## config.mk

```make
export PLATFORM = sky130hd
export DESIGN_NAME = keypad_hex_entry_flat
export DESIGN_NICKNAME = d
export VERILOG_FILES = /design/src/rtl/keypad_pkg.sv /design/src/rtl/keypad_hex_entry_if.sv /design/src/rtl/keypad_scanner.sv /design/src/rtl/keypad_hex_entry.sv /design/src/flat_wrapper.sv
export SDC_FILE = /design/constraint.sdc
export NUM_CORES = 1
export LEC_CHECK = 0
export ABC_AREA = 1
export ABC_CLOCK_PERIOD_IN_PS = 4000
export CAP_MARGIN = 20
export CORE_ASPECT_RATIO = 0.8
export CORE_UTILIZATION = 31
export CTS_CLUSTER_SIZE = 30
export DETAILED_ROUTE_END_ITERATION = 8
export PLACE_DENSITY = 0.61
export SETUP_SLACK_MARGIN = 0.3
export SLEW_MARGIN = 20
export SYNTH_ARGS = -nofsm -noshare
export SYNTH_HDL_FRONTEND = slang
export SYNTH_SLANG_ARGS = --single-unit
```

## constraint.sdc

```tcl
create_clock -name clk -period 4 [get_ports clk]
set_input_delay 0.8 -clock clk [delete_from_list [all_inputs] [get_ports clk]]
set_output_delay 0.8 -clock clk [all_outputs]
set_load 0.005 [all_outputs]
```

## src/rtl/keypad_pkg.sv

```systemverilog
// Shared constants, key map and debounce state type for the matrix keypad entry block.
// Optional autorepeat is enabled by defining KEYPAD_AUTOREPEAT_EN.
package keypad_pkg;

    localparam int unsigned NUM_ROWS     = 4;
    localparam int unsigned NUM_COLS     = 4;
    localparam int unsigned REPEAT_FIRST = 64;
    localparam int unsigned REPEAT_NEXT  = 16;

    // Entry {row, col} holds the nibble printed on that key.
    localparam logic [15:0][3:0] KEY_MAP = {
        4'hD, 4'hF, 4'h0, 4'hE,
        4'hC, 4'h9, 4'h8, 4'h7,
        4'hB, 4'h6, 4'h5, 4'h4,
        4'hA, 4'h3, 4'h2, 4'h1
    };

    typedef enum logic [1:0] {
        IDLE,
        PRESS_PEND,
        HELD,
        RELEASE_PEND
    } deb_state_t;

    function automatic logic [3:0] key_lookup(input logic [1:0] row, input logic [1:0] col);
        return KEY_MAP[{row, col}];
    endfunction

endpackage

```

## src/rtl/keypad_hex_entry_if.sv

```systemverilog
// CPU-side bundle of the keypad entry block: confirm/clear strobes in, entry state and published word out.
interface keypad_hex_entry_if;

    logic        confirm;
    logic        clear;
    logic [15:0] value;
    logic        value_valid;
    logic [15:0] entry_word;
    logic [2:0]  digit_count;
    logic [3:0]  key_code;
    logic        key_pulse;

    modport master (
        output confirm, clear,
        input  value, value_valid, entry_word, digit_count, key_code, key_pulse
    );

    modport slave (
        input  confirm, clear,
        output value, value_valid, entry_word, digit_count, key_code, key_pulse
    );

endinterface

```

## src/rtl/keypad_scanner.sv

```systemverilog
// Column scan, row synchronizer, per-scan key resolution and debounce FSM for a 4x4 active-low keypad.
// Defining KEYPAD_AUTOREPEAT_EN adds repeat accepts while a key stays held.
module keypad_scanner
    import keypad_pkg::*;
#(
    parameter int unsigned SCAN_DIV       = 50000,
    parameter int unsigned DEBOUNCE_SCANS = 4
) (
    input  logic                clk,
    input  logic                rst,
    input  logic [NUM_ROWS-1:0] row_in,
    output logic [NUM_COLS-1:0] col_out,
    output logic                key_pulse,
    output logic [3:0]          key_code
);

    localparam int unsigned DIV_W = (SCAN_DIV > 1) ? $clog2(SCAN_DIV) : 1;
    localparam int unsigned COL_W = $clog2(NUM_COLS);
    localparam int unsigned CNT_W = $clog2(DEBOUNCE_SCANS + 1);
    localparam logic [DIV_W-1:0] DIV_LAST = DIV_W'(SCAN_DIV - 1);
    localparam logic [COL_W-1:0] COL_LAST = COL_W'(NUM_COLS - 1);
    localparam logic [CNT_W-1:0] CNT_DONE = CNT_W'(DEBOUNCE_SCANS);
    localparam logic [CNT_W-1:0] CNT_ONE  = CNT_W'(1);

    logic [NUM_ROWS-1:0] row_s1, row_s2;
    logic [DIV_W-1:0]    div_cnt;
    logic [COL_W-1:0]    col_idx;
    logic                dwell_end, scan_done;

    logic [1:0] hit_acc, hit_total;
    logic [3:0] key_acc, key_total, col_key;
    logic [2:0] col_hits, hit_sum;
    logic       res_valid;

    deb_state_t       state, state_nx;
    logic [3:0]       cand, cand_nx, code_nx;
    logic [CNT_W-1:0] cnt, cnt_nx;
    logic             accept;

    // Two-flop synchronizer; idle rows read as released.
    always_ff @(posedge clk or posedge rst) begin
        if (rst) begin
            row_s1 <= '1;
            row_s2 <= '1;
        end else begin
            row_s1 <= row_in;
            row_s2 <= row_s1;
        end
    end

    assign dwell_end = (div_cnt == DIV_LAST);
    assign scan_done = dwell_end && (col_idx == COL_LAST);

    always_ff @(posedge clk or posedge rst) begin
        if (rst) begin
            div_cnt <= '0;
            col_idx <= '0;
            col_out <= 4'b1110;
        end else if (dwell_end) begin
            div_cnt <= '0;
            col_idx <= col_idx + 1'b1;
            col_out <= ~(NUM_COLS'(1) << (col_idx + 1'b1));
        end else begin
            div_cnt <= div_cnt + 1'b1;
        end
    end

    // Pressed rows in the current column; the code only matters when exactly one key is down.
    always_comb begin
        col_hits = '0;
        col_key  = '0;
        for (int r = NUM_ROWS - 1; r >= 0; r--) begin
            if (!row_s2[r]) begin
                col_hits = col_hits + 1'b1;
                col_key  = key_lookup(2'(r), col_idx);
            end
        end
    end

    assign hit_sum   = 3'(hit_acc) + col_hits;
    assign hit_total = (hit_sum >= 3'd2) ? 2'd2 : hit_sum[1:0];
    assign key_total = (col_hits != 3'd0) ? col_key : key_acc;
    assign res_valid = (hit_total == 2'd1);

    always_ff @(posedge clk or posedge rst) begin
        if (rst) begin
            hit_acc <= '0;
            key_acc <= '0;
        end else if (scan_done) begin
            hit_acc <= '0;
            key_acc <= '0;
        end else if (dwell_end) begin
            hit_acc <= hit_total;
            key_acc <= key_total;
        end
    end

`ifdef KEYPAD_AUTOREPEAT_EN
    localparam int unsigned REP_W = $clog2(REPEAT_FIRST + 1);
    logic [REP_W-1:0] rep_cnt, rep_cnt_nx;
    logic             rep_first, rep_first_nx;

    always_ff @(posedge clk or posedge rst) begin
        if (rst) begin
            rep_cnt   <= '0;
            rep_first <= 1'b1;
        end else begin
            rep_cnt   <= rep_cnt_nx;
            rep_first <= rep_first_nx;
        end
    end
`endif

    always_ff @(posedge clk or posedge rst) begin
        if (rst) begin
            state     <= IDLE;
            cand      <= '0;
            cnt       <= '0;
            key_pulse <= 1'b0;
            key_code  <= '0;
        end else begin
            state     <= state_nx;
            cand      <= cand_nx;
            cnt       <= cnt_nx;
            key_pulse <= accept;
            key_code  <= code_nx;
        end
    end

    // Debounce decisions are taken only on the clock that completes a scan.
    always_comb begin
        state_nx = state;
        cand_nx  = cand;
        cnt_nx   = cnt;
        accept   = 1'b0;
        code_nx  = key_code;
`ifdef KEYPAD_AUTOREPEAT_EN
        rep_cnt_nx   = rep_cnt;
        rep_first_nx = rep_first;
`endif
        if (scan_done) begin
            case (state)
                IDLE: begin
                    if (res_valid) begin
                        cand_nx = key_total;
                        cnt_nx  = CNT_ONE;
                        if (CNT_ONE >= CNT_DONE) begin
                            state_nx = HELD;
                            accept   = 1'b1;
                        end else begin
                            state_nx = PRESS_PEND;
                        end
                    end
                end
                PRESS_PEND: begin
                    if (res_valid && (key_total == cand)) begin
                        cnt_nx = cnt + 1'b1;
                        if (cnt >= CNT_DONE - 1'b1) begin
                            state_nx = HELD;
                            accept   = 1'b1;
                        end
                    end else begin
                        state_nx = IDLE;
                    end
                end
                HELD: begin
                    if (!(res_valid && (key_total == cand))) begin
                        state_nx = RELEASE_PEND;
                        cnt_nx   = CNT_ONE;
`ifdef KEYPAD_AUTOREPEAT_EN
                        rep_cnt_nx   = '0;
                        rep_first_nx = 1'b1;
                    end else begin
                        rep_cnt_nx = rep_cnt + 1'b1;
                        if (rep_cnt_nx == (rep_first ? REP_W'(REPEAT_FIRST) : REP_W'(REPEAT_NEXT))) begin
                            accept       = 1'b1;
                            rep_cnt_nx   = '0;
                            rep_first_nx = 1'b0;
                        end
`endif
                    end
                end
                RELEASE_PEND: begin
                    if (!res_valid) begin
                        cnt_nx = cnt + 1'b1;
                        if (cnt >= CNT_DONE - 1'b1) begin
                            state_nx = IDLE;
                        end
                    end else if (key_total == cand) begin
                        state_nx = HELD;
                    end else begin
                        cnt_nx = CNT_ONE;
                    end
                end
                default: state_nx = IDLE;
            endcase
        end
        if (accept) begin
            code_nx = cand_nx;
        end
    end

endmodule

```

## src/rtl/keypad_hex_entry.sv

```systemverilog
// Keypad hex entry: collects up to four debounced key nibbles into a word and publishes it on confirm.
// Autorepeat inside the scanner is compiled in with KEYPAD_AUTOREPEAT_EN.
module keypad_hex_entry
    import keypad_pkg::*;
#(
    parameter int unsigned SCAN_DIV       = 50000,
    parameter int unsigned DEBOUNCE_SCANS = 4
) (
    input  logic                clk,
    input  logic                rst,
    input  logic [NUM_ROWS-1:0] row_in,
    output logic [NUM_COLS-1:0] col_out,
    keypad_hex_entry_if.slave   bus
);

    localparam logic [2:0] MAX_DIGITS = 3'd4;

    logic        key_pulse;
    logic [3:0]  key_code;
    logic [15:0] entry_word, value;
    logic [2:0]  digit_count;
    logic        value_valid;

    keypad_scanner #(
        .SCAN_DIV       (SCAN_DIV),
        .DEBOUNCE_SCANS (DEBOUNCE_SCANS)
    ) u_scanner (
        .clk       (clk),
        .rst       (rst),
        .row_in    (row_in),
        .col_out   (col_out),
        .key_pulse (key_pulse),
        .key_code  (key_code)
    );

    // Confirm/clear act on the pre-accept word; a coincident key starts the next entry.
    always_ff @(posedge clk or posedge rst) begin
        if (rst) begin
            entry_word  <= '0;
            digit_count <= '0;
            value       <= '0;
            value_valid <= 1'b0;
        end else begin
            value_valid <= 1'b0;
            if (bus.confirm && (digit_count != 3'd0)) begin
                value       <= entry_word;
                value_valid <= 1'b1;
            end
            if (bus.confirm || bus.clear) begin
                entry_word  <= key_pulse ? {12'h000, key_code} : 16'h0000;
                digit_count <= key_pulse ? 3'd1 : 3'd0;
            end else if (key_pulse) begin
                entry_word  <= {entry_word[11:0], key_code};
                digit_count <= (digit_count == MAX_DIGITS) ? MAX_DIGITS : digit_count + 1'b1;
            end
        end
    end

    assign bus.key_pulse   = key_pulse;
    assign bus.key_code    = key_code;
    assign bus.entry_word  = entry_word;
    assign bus.digit_count = digit_count;
    assign bus.value       = value;
    assign bus.value_valid = value_valid;

endmodule

```

## src/flat_wrapper.sv

```systemverilog
// flat-port wrapper written by rule: the top's interface ports become plain ports
module keypad_hex_entry_flat import keypad_pkg::*;
#(
    parameter int unsigned SCAN_DIV       = 50000,
    parameter int unsigned DEBOUNCE_SCANS = 4
)
  (clk, rst, row_in, col_out, bus_confirm, bus_clear, bus_value, bus_value_valid, bus_entry_word, bus_digit_count, bus_key_code, bus_key_pulse);
  keypad_hex_entry_if bus_i ();
  input  logic clk;
  input  logic rst;
  input  logic [NUM_ROWS-1:0] row_in;
  output logic [NUM_COLS-1:0] col_out;
  input wire logic [$bits(bus_i.confirm)-1:0] bus_confirm;
  input wire logic [$bits(bus_i.clear)-1:0] bus_clear;
  output wire logic [$bits(bus_i.value)-1:0] bus_value;
  output wire logic [$bits(bus_i.value_valid)-1:0] bus_value_valid;
  output wire logic [$bits(bus_i.entry_word)-1:0] bus_entry_word;
  output wire logic [$bits(bus_i.digit_count)-1:0] bus_digit_count;
  output wire logic [$bits(bus_i.key_code)-1:0] bus_key_code;
  output wire logic [$bits(bus_i.key_pulse)-1:0] bus_key_pulse;
  assign bus_i.confirm = bus_confirm;
  assign bus_i.clear = bus_clear;
  assign bus_value = bus_i.value;
  assign bus_value_valid = bus_i.value_valid;
  assign bus_entry_word = bus_i.entry_word;
  assign bus_digit_count = bus_i.digit_count;
  assign bus_key_code = bus_i.key_code;
  assign bus_key_pulse = bus_i.key_pulse;
  keypad_hex_entry #(.SCAN_DIV(SCAN_DIV), .DEBOUNCE_SCANS(DEBOUNCE_SCANS)) u_core (.clk(clk), .rst(rst), .row_in(row_in), .col_out(col_out), .bus(bus_i));
endmodule
```

==> results of run 1 <==
[metal layers]
layer	routed length [µm]	GRT usage, %
met1	4330	17.7
met2	4300	22.3
met3	280	3.15
met5	0	0
met4	51	4.93
[worst max-delay path, cell delays in order, from the launching register on]
cell	delay (ps)
sky130_fd_sc_hd__dfstp_2	580
sky130_fd_sc_hd__inv_2	70
sky130_fd_sc_hd__ha_4	280
sky130_fd_sc_hd__inv_1	60
sky130_fd_sc_hd__nand2_2	80
sky130_fd_sc_hd__nand2_1	60
sky130_fd_sc_hd__ha_1	280
sky130_fd_sc_hd__or2_2	320
sky130_fd_sc_hd__nand2_4	90
sky130_fd_sc_hd__inv_1	70
sky130_fd_sc_hd__fa_1	450
sky130_fd_sc_hd__inv_1	90
sky130_fd_sc_hd__nand3_2	100
sky130_fd_sc_hd__nor2_4	200
sky130_fd_sc_hd__nand2_2	90
sky130_fd_sc_hd__nor2_1	100
sky130_fd_sc_hd__nand3_1	90
sky130_fd_sc_hd__nand2_2	150
sky130_fd_sc_hd__nor2_2	70
sky130_fd_sc_hd__nand2_1	80
sky130_fd_sc_hd__nand2_1	60
sky130_fd_sc_hd__nand2_1	60
[per-stage QoR]
| stage | hold slack (ps) | setup slack, ps | total power [mW] | std cells | cell area [µm²] |
|---|---|---|---|---|---|
| 3_5_place_dp | 347 | 336 | 1.04 | 714 | 4970 |
| 3_3_place_gp | 346 | 522 | 1.04 | 714 | 4970 |
| 2_1_floorplan | 345 | 699 | 1.00 | 494 | 4240 |
| 5_1_grt | 358 | 285 | 2.00 | 733 | 5330 |
| 4_1_cts | 357 | 310 | 1.95 | 730 | 5290 |
| 6_report | 355 | 531 | 1.93 | 733 | 5330 |
[report_power, final]
part | internal (mW) | switching (mW)
Clock | 0.549 | 0.345
Combinational | 0.0538 | 0.0955
Sequential | 0.881 | 0.00579
Total | 1.48 | 0.447
[state kept, by name (all words and copies together) (netlist names)]
signal and count:
u_core.bus.entry_word 16, u_core.bus.value 16, u_core.u_scanner.div_cnt 16, u_core.u_scanner.cand 4, u_core.u_scanner.col_out 4, u_core.u_scanner.key_acc 4
u_core.u_scanner.key_code 4, u_core.u_scanner.row_s1 4, u_core.u_scanner.row_s2 4, u_core.bus.digit_count 3, u_core.u_scanner.cnt 3, u_core.u_scanner.col_idx 2
u_core.u_scanner.hit_acc 2, u_core.u_scanner.state 2, u_core.bus.value_valid 1, u_core.u_scanner.key_pulse 1
[repair_timing]
action,in CTS,in global routing
endpoints found under the setup margin,0,12
resized for setup,0,8
hold buffers,0,0
hold endpoints to repair,0,0
buffers inserted,0,3
[kinds of logic (layout without fill, tap and decap cells)]
| kind of cell | after synthesis | count (layout) |
|---|---|---|
| XOR/XNOR | 3 | 3 |
| flip-flops | 86 | 86 |
| adder cells (fa/ha/maj) | 17 | 17 |
| AND/OR/NAND/NOR | 216 | 216 |
| buffers and inverters | 94 | 158 |
| AO/OA/AOI/OAI | 78 | 78 |
[final timing paths]
path / slack, ps / depth (start not counted) / startpoint / endpoint
worst max register to register: 530 / 21 / u_core.u_scanner.row_s2[2] / u_core.u_scanner.state[0]
max in group asynchronous: 2460 / 3 / rst / u_core.u_scanner.key_acc[0]
min in group asynchronous: 860 / 2 / rst / u_core.bus.value_valid
worst max-delay path: 530 / 21 / u_core.u_scanner.row_s2[2] / u_core.u_scanner.state[0]
worst min register to register: 350 / 0 / u_core.u_scanner.row_s1[1] / u_core.u_scanner.row_s2[1]
worst min-delay path: 350 / 0 / u_core.u_scanner.row_s1[1] / u_core.u_scanner.row_s2[1]
[layout by cell type (no fill, tap or decap), types with 9 or more instances in the layout]
master	count
sky130_fd_sc_hd__nand2_1	116
sky130_fd_sc_hd__nand2_2	10
sky130_fd_sc_hd__nand4_1	14
sky130_fd_sc_hd__clkdlybuf4s50_1	52
sky130_fd_sc_hd__nand3_1	22
sky130_fd_sc_hd__clkbuf_16	9
sky130_fd_sc_hd__dfrtp_1	75
sky130_fd_sc_hd__o22ai_1	21
sky130_fd_sc_hd__o21ai_0	30
sky130_fd_sc_hd__ha_1	15
sky130_fd_sc_hd__dfstp_2	11
sky130_fd_sc_hd__nor2_1	29
sky130_fd_sc_hd__a21oi_1	13
sky130_fd_sc_hd__inv_1	77
[area by class of cell]
| cell class | count | area share, % |
|---|---|---|
| inverters | 86 | 6.22 |
| flip-flops and latches | 86 | 40.6 |
| clock inverters | 7 | 1.81 |
| well taps | 175 | 4.11 |
| multi-input cells | 314 | 32.5 |
| repair buffers | 56 | 10.6 |
| clock buffers | 9 | 4.22 |
==> impl_metrics.sql, run 1 <==
INSERT INTO impl_metrics (metric_group, metric, value, unit) VALUES
('synth', 'post-synth-top-count-cell', 'sky130_fd_sc_hd__nand2_1', ''),
('synth', 'synth_cell_types', '36', ''),
('synth', 'synth_xor_area_share', '0.620', '%'),
('routing', 'ant_nets', '0', ''),
('global_route', 'grt_first_pass_wirelength', '15500', 'µm'),
('sta', 'worst_slew_pin_slew', '928', 'ps'),
('placed_design', 'detailedPlacementHpwl', '6540', 'µm'),
('sta', 'achievable-frequency', '0.288', 'GHz'),
('critical_path', 'arrival_time_of_data_at_the_critical_path_endpoint', '3740', 'ps'),
('synth', 'synth_top_cell_area_share', '44.3', '%'),
('global_route', 'grt_pass1_vias', '3351', ''),
('synth', 'synth.largest_area_cell', 'sky130_fd_sc_hd__dfrtp_1', ''),
('synth', 'yosys-top-cells-area', 'sky130_fd_sc_hd__dfrtp_1 44%, sky130_fd_sc_hd__nand2_1 10%, sky130_fd_sc_hd__inv_1 7.0%', ''),
('synth', 'fraction_of_synthesized_area_in_multiplexers', '0', '%'),
('sta', 'timing.clock.skew', '8.21', 'ps'),
('critical_path', 'worstSetupEndpointType', 'flop', ''),
('sta', 'maxSlewViolCount', '0', ''),
('synth', 'synthTopCellsByCount', '118 x sky130_fd_sc_hd__nand2_1, 79 x sky130_fd_sc_hd__inv_1, 75 x sky130_fd_sc_hd__dfrtp_1', ''),
('global_route', 'grt_max_degree', '52', ''),
('die', 'coreArea', '0.0131', 'mm²'),
('synth', 'yosysWarnings', '0', ''),
('sta', 'period_share', '86.7', '%'),
('min_path', 'worst_hold_path_type', 'flop to flop', ''),
('synth', 'synth_enable_flop_cells', '0', ''),
('synth', 'synth_area_per_cell', '8.58', 'µm²'),
('cells_and_area', 'antenna_cells_inserted', '0', ''),
('synth', 'ys_seq_area_share', '51.1', '%'),
('cts', 'cts_tree', 'built', ''),
('die', 'placementRows', '37', ''),
('die', 'dieHeight', '107', 'µm'),
('cells_and_area', 'multiInputGateArea', '0.00173', 'mm²'),
('placed_design', 'routabilityCongestion', '0.827', ''),
('routing', 'postRouteWirelength', '8970', 'µm'),
('routing', 'drt-wirelength-per-cell', '12.2', 'µm'),
('die', 'die_area', '0.0141', 'mm²'),
('global_route', 'grt.overflow.total', '0', ''),
('sta', 'setup_repair_after_global_routing_missed_its_margin', 'no', ''),
('cts', 'clk-insertion-delay-late', '340', 'ps'),
('synth', 'count_of_state_elements_after_synthesis', '86', ''),
('pwr', 'power.leakage', '2.47', 'nW'),
('routing', 'drcViolationCount', '0', ''),
('synth', 'synth_top_family_by_area', 'simple AND/OR/NAND/NOR gates', ''),
('routing', 'drt-vias-per-instance', '4.60', ''),
('routing', 'num_vias', '3370', ''),
('synth', 'synth.net_count', '519', ''),
('routing', 'detailedRoute.firstIterationViolations', '156', ''),
('run', 'cap_violations', '0', ''),
('cts', 'htree_num_levels', '3', ''),
('cts', 'clock_tree.buffer_depth', '2', ''),
('synth', 'yosys.area_share.simple', '24.0', '%'),
('cells_and_area', 'area_growth_syn_to_layout', '25.9', '%'),
('global_route', 'gr-usage-all-layers', '13.7', '%'),
('critical_path', 'criticalPathCategory', 'flop to flop', ''),
('die', 'width_of_the_die', '133', 'µm'),
('sta', 'remaining_max_slew_budget_at_the_tightest_pin', '38.0', '%'),
('cts', 'clk_transition_reported_paths', '60', 'ps'),
('critical_path', 'critPathMaxFanout', '6', ''),
('cells_and_area', 'regArea', '0.00217', 'mm²'),
('cts', 'clk_root_buffer_cell', 'sky130_fd_sc_hd__clkbuf_16', ''),
('synth', 'synthesized_area_fraction_occupied_by_adder_cells', '5.20', '%'),
('die', 'io_pins', '53', ''),
('synth', 'synth-compound-area-share', '10.5', '%'),
('global_route', 'antenna_found_initial', '0', ''),
('cells_and_area', 'filler_cell_count', '1298', ''),
('synth', 'synth_cells', '494', ''),
('pwr', 'ir_drop', '0.000216', 'V'),
('synth', 'ys.flop_type', 'sky130_fd_sc_hd__dfrtp_1', ''),
('pwr', 'pwr_density_cell', '362', 'mW/mm²'),
('critical_path', 'startpoint_type', 'flop', ''),
('run_status', 'run_status', 'finished clean', ''),
('synth', 'synthArstFlopShare', '100', '%');
Power figures use the tool's default switching activity.
==> inputs of run 2 (changes only) <==
--- a/config.mk
+++ b/config.mk
@@ -7,5 +7,5 @@
 export LEC_CHECK = 0
 export ABC_AREA = 1
-export ABC_CLOCK_PERIOD_IN_PS = 4000
+export ABC_CLOCK_PERIOD_IN_PS = 3700
 export CAP_MARGIN = 20
 export CORE_ASPECT_RATIO = 0.8
==> constraint.sdc (replaced) <==
create_clock -name clk -period 3.7 [get_ports clk]
set_input_delay 0.925 -clock clk [delete_from_list [all_inputs] [get_ports clk]]
set_output_delay 0.925 -clock clk [all_outputs]
set_load 0.005 [all_outputs]
==> run 2 against run 1 <==
  * Global-route usage down 0.25 points
  * Count of clock-buffer cells in the layout up 1
  * Final cell count up 0.82%
  * Sequential power up 8.1%
  * Register-to-register slack worse by 30 ps
  * Utilization up 0.37 points
  * Critical path type unchanged
  * Critical endpoint is now u_core.u_scanner.state[1]
  * Largest cell class unchanged
  * Highest routed layer unchanged
==> impl_metrics.sql, run 2 (synthesis results as in run 1) <==
INSERT INTO impl_metrics (metric_group, metric, value, unit) VALUES
('critical_path', 'critPathMaxFanout', '4', ''),
('routing', 'drt-wirelength-per-cell', '12.0', 'µm'),
('global_route', 'gr-usage-all-layers', '13.4', '%'),
('routing', 'num_vias', '3341', ''),
('routing', 'drt-vias-per-instance', '4.52', ''),
('die', 'start_util', '32.3', '%'),
('sta', 'timing.clock.skew', '8.18', 'ps'),
('sta', 'finalWorstPathRequiredPeriod', '3200', 'ps'),
('global_route', 'grt_max_degree', '40', ''),
('routing', 'ant_nets', '0', ''),
('critical_path', 'startpoint_type', 'flop', ''),
('cells_and_area', 'largest_registers', 'u_core.bus.entry_word x16, u_core.bus.value x16, u_core.u_scanner.div_cnt x16', ''),
('die', 'dieHeight', '107', 'µm'),
('die', 'coreArea', '0.0131', 'mm²'),
('die', 'width_of_the_die', '133', 'µm'),
('sta', 'maxSlewViolCount', '0', ''),
('critical_path', 'worstSetupEndpointType', 'flop', ''),
('pwr', 'power.leakage', '2.48', 'nW'),
('cells_and_area', 'commonest_non_fill_non_tap_cell_in_the_layout', 'sky130_fd_sc_hd__nand2_1', ''),
('global_route', 'grt_first_pass_wirelength', '15300', 'µm'),
('pwr', 'report.power.total', '1.95', 'mW'),
('critical_path', 'criticalPathCategory', 'flop to flop', ''),
('cells_and_area', 'fin_area', '0.00538', 'mm²'),
('cells_and_area', 'final_core_util', '41.1', '%'),
('min_path', 'worst_hold_path_type', 'flop to flop', ''),
('placed_design', 'placement.io_buffers', '52', ''),
('pwr', 'pwr_density_cell', '363', 'mW/mm²'),
('placed_design', 'routabilityCongestion', '0.851', ''),
('global_route', 'grt.overflow.total', '0', ''),
('sta', 'achievable-frequency', '0.313', 'GHz'),
('cts', 'htree_num_levels', '3', ''),
('run', 'cap_violations', '0', ''),
('placed_design', 'detailedPlacementHpwl', '6340', 'µm'),
('cells_and_area', 'num-nets-final', '584', ''),
('routing', 'detailedRoute.firstPassIterationCount', '4', ''),
('sta', 'layout_setup_ws', '505', 'ps'),
('sta', 'remaining_max_slew_budget_at_the_tightest_pin', '35.6', '%'),
('cells_and_area', 'share_of_post_route_cells_with_drive_strength_above_1', '15.1', '%'),
('placed_design', 'pre_cts_ws', '95.9', 'ps'),
('sta', 'worst_hold_slack', '356', 'ps'),
('die', 'placementRows', '37', ''),
('cts', 'clk_root_buffer_cell', 'sky130_fd_sc_hd__clkbuf_16', ''),
('global_route', 'grt_pass1_vias', '3251', ''),
('cts', 'cts_hold_buffers', '0', ''),
('sta', 'setup_repair_after_global_routing_missed_its_margin', 'no', ''),
('sta', 'period_share', '86.4', '%'),
('cells_and_area', 'area_growth_syn_to_layout', '27.0', '%'),
('sta', 'worst_slew_pin_slew', '964', 'ps'),
('cts', 'clk_transition_reported_paths', '60', 'ps'),
('cts', 'clock_tree.buffer_depth', '2', ''),
('routing', 'postRouteWirelength', '8860', 'µm'),
('routing', 'drcViolationCount', '0', ''),
('placed_design', 'detailed_place.area', '0.00498', 'mm²'),
('pwr', 'ir_drop', '0.000206', 'V'),
('cts', 'numClockSinks', '86', ''),
('cells_and_area', 'layoutNonFillerInstCount', '739', ''),
('sta', 'final_hold_vio_count', '0', ''),
('die', 'die_area', '0.0141', 'mm²'),
('critical_path', 'r2r_slack', '500', 'ps'),
('run_status', 'run_status', 'finished clean', ''),
('sta', 'report.final.setup_viol', '0', ''),
('cells_and_area', 'mostFrequentLayoutCells', '112 x sky130_fd_sc_hd__nand2_1, 75 x sky130_fd_sc_hd__inv_1, 75 x sky130_fd_sc_hd__dfrtp_1', ''),
('placed_design', 'cell_count_after_placement', '716', ''),
('critical_path', 'arrival_time_of_data_at_the_critical_path_endpoint', '3470', 'ps'),
('cts', 'cts_tree', 'built', ''),
('global_route', 'antenna_found_initial', '0', ''),
('cts', 'clk-insertion-delay-late', '330', 'ps'),
('routing', 'detailedRoute.firstIterationViolations', '110', ''),
('critical_path', 'timing.critical_path.required', '3980', 'ps'),
('die', 'io_pins', '53', ''),
('cts', 'cts_buffers', '9', ''),
('cells_and_area', 'antenna_cells_inserted', '0', ''),
('sta', 'tns', '0', 'ps');
run 2: critical path: stages (launching register included):
cell and delay (ps):
sky130_fd_sc_hd__dfstp_2 550, sky130_fd_sc_hd__inv_2 60, sky130_fd_sc_hd__ha_4 270, sky130_fd_sc_hd__inv_1 50, sky130_fd_sc_hd__nand2_2 80, sky130_fd_sc_hd__nand2_2 50
sky130_fd_sc_hd__ha_1 280, sky130_fd_sc_hd__or2_4 260, sky130_fd_sc_hd__nand2_4 60, sky130_fd_sc_hd__inv_1 50, sky130_fd_sc_hd__fa_1 440, sky130_fd_sc_hd__inv_2 80
sky130_fd_sc_hd__nand3_4 80, sky130_fd_sc_hd__nor2_4 140, sky130_fd_sc_hd__nand2_2 70, sky130_fd_sc_hd__nor2_1 100, sky130_fd_sc_hd__nand3_1 110, sky130_fd_sc_hd__nand2_2 170
sky130_fd_sc_hd__nor2_4 70, sky130_fd_sc_hd__nand2_2 70, sky130_fd_sc_hd__nand2_1 60, sky130_fd_sc_hd__nand2_1 70
run 2: report_power, final:
part	leakage (nW)	internal [mW]	switching, mW
clock	0.140	0.470	0.351
sequential	1.14	0.952	0.00613
combinational	1.20	0.0634	0.109
total	2.48	1.49	0.466
run 2: area by class of cell:
type	count	area, µm²
clock buffers	10	239
clock inverters	6	36.3
fillers	1260	7720
inverters	86	332
multi-input cells	314	1780
flip-flops and latches	86	2170
well taps	175	219
repair buffers	62	612
run 2: path summary, 6_finish.rpt:
kind,start,to,cells after the start
worst max-delay path,u_core.u_scanner.row_s2[3],u_core.u_scanner.state[1],21
worst min-delay path,u_core.u_scanner.row_s1[1],u_core.u_scanner.row_s2[1],0
worst max register to register,u_core.u_scanner.row_s2[3],u_core.u_scanner.state[1],21
worst min register to register,u_core.u_scanner.row_s1[1],u_core.u_scanner.row_s2[1],0
max in group asynchronous,rst,u_core.u_scanner.col_out[2],3
min in group asynchronous,rst,u_core.bus.value_valid,2
run 2: repair_timing:
item / CTS / global route
pin swaps: 3 / 5
cloned: 0 / 0
gates resized for setup: 5 / 17
buffers inserted: 4 / 3
setup endpoints to repair: 13 / 14
run 2: routing by layer:
metal | wire [µm] | global-route usage, %
met1 | 4310 | 17.6
met2 | 4210 | 21.7
met3 | 262 | 2.81
met4 | 76 | 4.93
met5 | 0 | 0
==> inputs of run 3 (changes only) <==
Settings changed: REMOVE_ABC_BUFFERS set to 1.
==> run 3 against run 2 <==
  * Non-clock buffer count is 3 lower
  * Final cell count is 0.41% lower
  * Clock skew is 2.2 ps higher
  * Via count is 0.66% higher
  * Largest cell class unchanged
==> impl_metrics.sql, run 3 (synthesis results as in run 1) <==
INSERT INTO impl_metrics (metric_group, metric, value, unit) VALUES
('die', 'die_area', '0.0141', 'mm²'),
('die', 'placementRows', '37', ''),
('routing', 'postRouteWirelength', '8670', 'µm'),
('min_path', 'hold-path-cell-count', '0', ''),
('die', 'coreArea', '0.0131', 'mm²'),
('cells_and_area', 'mostFrequentLayoutCells', '114 x sky130_fd_sc_hd__nand2_1, 77 x sky130_fd_sc_hd__inv_1, 75 x sky130_fd_sc_hd__dfrtp_1', ''),
('global_route', 'grt_max_degree', '49', ''),
('routing', 'detailedRoute.firstIterationViolations', '171', ''),
('die', 'dieHeight', '107', 'µm'),
('critical_path', 'arrival_time_of_data_at_the_critical_path_endpoint', '3450', 'ps'),
('run_status', 'run_status', 'finished clean', ''),
('sta', 'remaining_max_slew_budget_at_the_tightest_pin', '37.2', '%'),
('sta', 'report.final.setup_viol', '0', ''),
('cts', 'cts_tree', 'built', ''),
('sta', 'finalWorstPathRequiredPeriod', '3230', 'ps'),
('sta', 'period_share', '87.3', '%'),
('critical_path', 'worstSetupEndpointType', 'flop', ''),
('global_route', 'gr-usage-all-layers', '13.3', '%'),
('cts', 'clk_transition_reported_paths', '70', 'ps'),
('cells_and_area', 'final_core_util', '40.9', '%'),
('critical_path', 'critPathMaxFanout', '4', ''),
('min_path', 'hold_start', 'u_core.u_scanner.row_s1[0]', ''),
('global_route', 'antenna_found_initial', '0', ''),
('cts', 'numClockSinks', '86', ''),
('die', 'io_pins', '53', ''),
('routing', 'drt-wirelength-per-cell', '11.8', 'µm'),
('global_route', 'grt_pass1_vias', '3285', ''),
('routing', 'drt-vias-per-instance', '4.57', ''),
('cells_and_area', 'largest_registers', 'u_core.bus.entry_word x16, u_core.bus.value x16, u_core.u_scanner.div_cnt x16', ''),
('cts', 'cts_hold_buffers', '0', ''),
('min_path', 'worst_hold_path_type', 'flop to flop', ''),
('critical_path', 'criticalPathCategory', 'flop to flop', ''),
('cells_and_area', 'antenna_cells_inserted', '0', ''),
('global_route', 'grt_first_pass_wirelength', '15200', 'µm'),
('die', 'start_util', '32.3', '%'),
('critical_path', 'r2r_slack', '470', 'ps'),
('placed_design', 'routabilityCongestion', '0.845', ''),
('cts', 'clock_tree.buffer_depth', '2', ''),
('cells_and_area', 'regArea', '0.00217', 'mm²'),
('cells_and_area', 'filler_cell_count', '1281', ''),
('routing', 'num_vias', '3363', ''),
('cells_and_area', 'commonest_non_fill_non_tap_cell_in_the_layout', 'sky130_fd_sc_hd__nand2_1', ''),
('die', 'width_of_the_die', '133', 'µm'),
('critical_path', 'timing.critical_path.required', '3920', 'ps'),
('sta', 'tns', '0', 'ps'),
('cells_and_area', 'share_of_post_route_cells_with_drive_strength_above_1', '13.9', '%'),
('placed_design', 'detailedPlacementHpwl', '6300', 'µm'),
('pwr', 'ir_drop', '0.000276', 'V'),
('sta', 'achievable-frequency', '0.309', 'GHz'),
('sta', 'setup_repair_after_global_routing_missed_its_margin', 'no', ''),
('cts', 'clk_root_buffer_cell', 'sky130_fd_sc_hd__clkbuf_16', ''),
('cts', 'cts_buffers', '9', ''),
('routing', 'ant_nets', '0', ''),
('critical_path', 'critPathLaunch', 'u_core.u_scanner.row_s2[2]', ''),
('pwr', 'pwr_density_cell', '376', 'mW/mm²'),
('cells_and_area', 'area_growth_syn_to_layout', '26.5', '%'),
('sta', 'timing.clock.skew', '10.4', 'ps'),
('routing', 'drcViolationCount', '0', ''),
('sta', 'final_hold_vio_count', '0', ''),
('cts', 'clk-insertion-delay-late', '340', 'ps'),
('cells_and_area', 'num-nets-final', '581', ''),
('run', 'cap_violations', '0', ''),
('min_path', 'worstHoldEndpoint', 'u_core.u_scanner.row_s2[0]', ''),
('routing', 'detailedRoute.firstPassIterationCount', '4', ''),
('critical_path', 'worstReg2RegEnd', 'u_core.u_scanner.state[1]', ''),
('global_route', 'grt.overflow.total', '0', ''),
('pwr', 'power.leakage', '2.47', 'nW'),
('cells_and_area', 'multiInputGateArea', '0.00176', 'mm²'),
('sta', 'maxSlewViolCount', '0', ''),
('placed_design', 'placement.io_buffers', '52', ''),
('cts', 'htree_num_levels', '3', ''),
('critical_path', 'critical_path.reg2reg.startpoint', 'u_core.u_scanner.row_s2[2]', ''),
('critical_path', 'worst_r2r_path_depth', '20', ''),
('sta', 'worst_slew_pin_slew', '939', 'ps'),
('critical_path', 'startpoint_type', 'flop', '');
## run 3: cell count changes in the layout (fill, tap and decap cells not counted), moves of 2 or more
cell | previous run | this run
sky130_fd_sc_hd__nand2_2 | 13 | 11
sky130_fd_sc_hd__o21ai_2 | 4 | 6
sky130_fd_sc_hd__clkinv_2 | 4 | 2
sky130_fd_sc_hd__nand3_4 | 3 | 1
sky130_fd_sc_hd__buf_4 | 8 | 6
sky130_fd_sc_hd__inv_2 | 8 | 6
sky130_fd_sc_hd__nand2_1 | 112 | 114
sky130_fd_sc_hd__clkbuf_1 | 0 | 2
sky130_fd_sc_hd__inv_1 | 75 | 77
sky130_fd_sc_hd__o21ai_1 | 4 | 2
## run 3: critical path, stage by stage (launching register included)
cell                      delay, ps
sky130_fd_sc_hd__dfstp_2        530
sky130_fd_sc_hd__inv_1           80
sky130_fd_sc_hd__ha_4           290
sky130_fd_sc_hd__inv_1           70
sky130_fd_sc_hd__nand2_2         80
sky130_fd_sc_hd__nand2_1         50
sky130_fd_sc_hd__ha_1           280
sky130_fd_sc_hd__or2_4          260
sky130_fd_sc_hd__nand2_4         60
sky130_fd_sc_hd__inv_1           60
sky130_fd_sc_hd__fa_2           430
sky130_fd_sc_hd__inv_1           70
sky130_fd_sc_hd__nand3_2         90
sky130_fd_sc_hd__nor2_4         160
sky130_fd_sc_hd__inv_2           80
sky130_fd_sc_hd__nor2_4         110
sky130_fd_sc_hd__o21ai_1        130
sky130_fd_sc_hd__nor2_4         130
sky130_fd_sc_hd__nand2_2         60
sky130_fd_sc_hd__nand2_1         50
sky130_fd_sc_hd__nand2_1         50
## run 3: worst max path at each step
stage	slack (ps)	to	cells past startpoint
floorplan	400	u_core.u_scanner.key_code[0]	19
global placement	220	u_core.u_scanner.key_code[2]	19
detailed placement	40	u_core.u_scanner.key_code[0]	19
CTS	310	u_core.u_scanner.state[0]	20
global route	300	u_core.u_scanner.cnt[1]	21
finish	470	u_core.u_scanner.state[1]	20
## run 3: cell type report
cell class / instances / share of cell area [%]
sequential: 86 / 40.4
multi-input combinational: 314 / 32.9
timing repair buffer: 59 / 10.9
inverter: 86 / 6.19
clock buffer: 11 / 4.34
tap: 175 / 4.09
clock inverter: 5 / 1.12
## run 3: power breakdown
| part | total, mW | switching [mW] | leakage (nW) | internal, mW |
|---|---|---|---|---|
| clock network | 0.891 | 0.366 | 0.140 | 0.525 |
| logic | 0.165 | 0.105 | 1.19 | 0.0595 |
| registers | 0.958 | 0.00582 | 1.14 | 0.952 |
| total | 2.01 | 0.477 | 2.47 | 1.54 |
## run 3: stage by stage
stage	setup WS (ps)	instance area, µm²	cells	hold slack [ps]	power, mW
final	469	5360	736	356	2.01
after global routing	302	5360	736	361	2.11
after CTS	311	5320	734	357	2.04
after detailed placement	41.6	4970	715	347	1.13
after global placement	215	4970	715	347	1.12
after floorplan	398	4210	486	345	1.08
## run 3: per-layer routing
metal	GRT usage (%)	wire, µm
met5	0	0
met4	3.53	85
met3	3.39	253
met2	21.7	4060
met1	17.5	4270
## run 3: timing repair
action / in CTS / in global routing
cloned: 0 / 0
endpoints found under the hold margin: 0 / 0
endpoints found under the setup margin: 13 / 13
pin swaps: 3 / 5
setup buffers: 3 / 2
gates resized for setup: 9 / 8
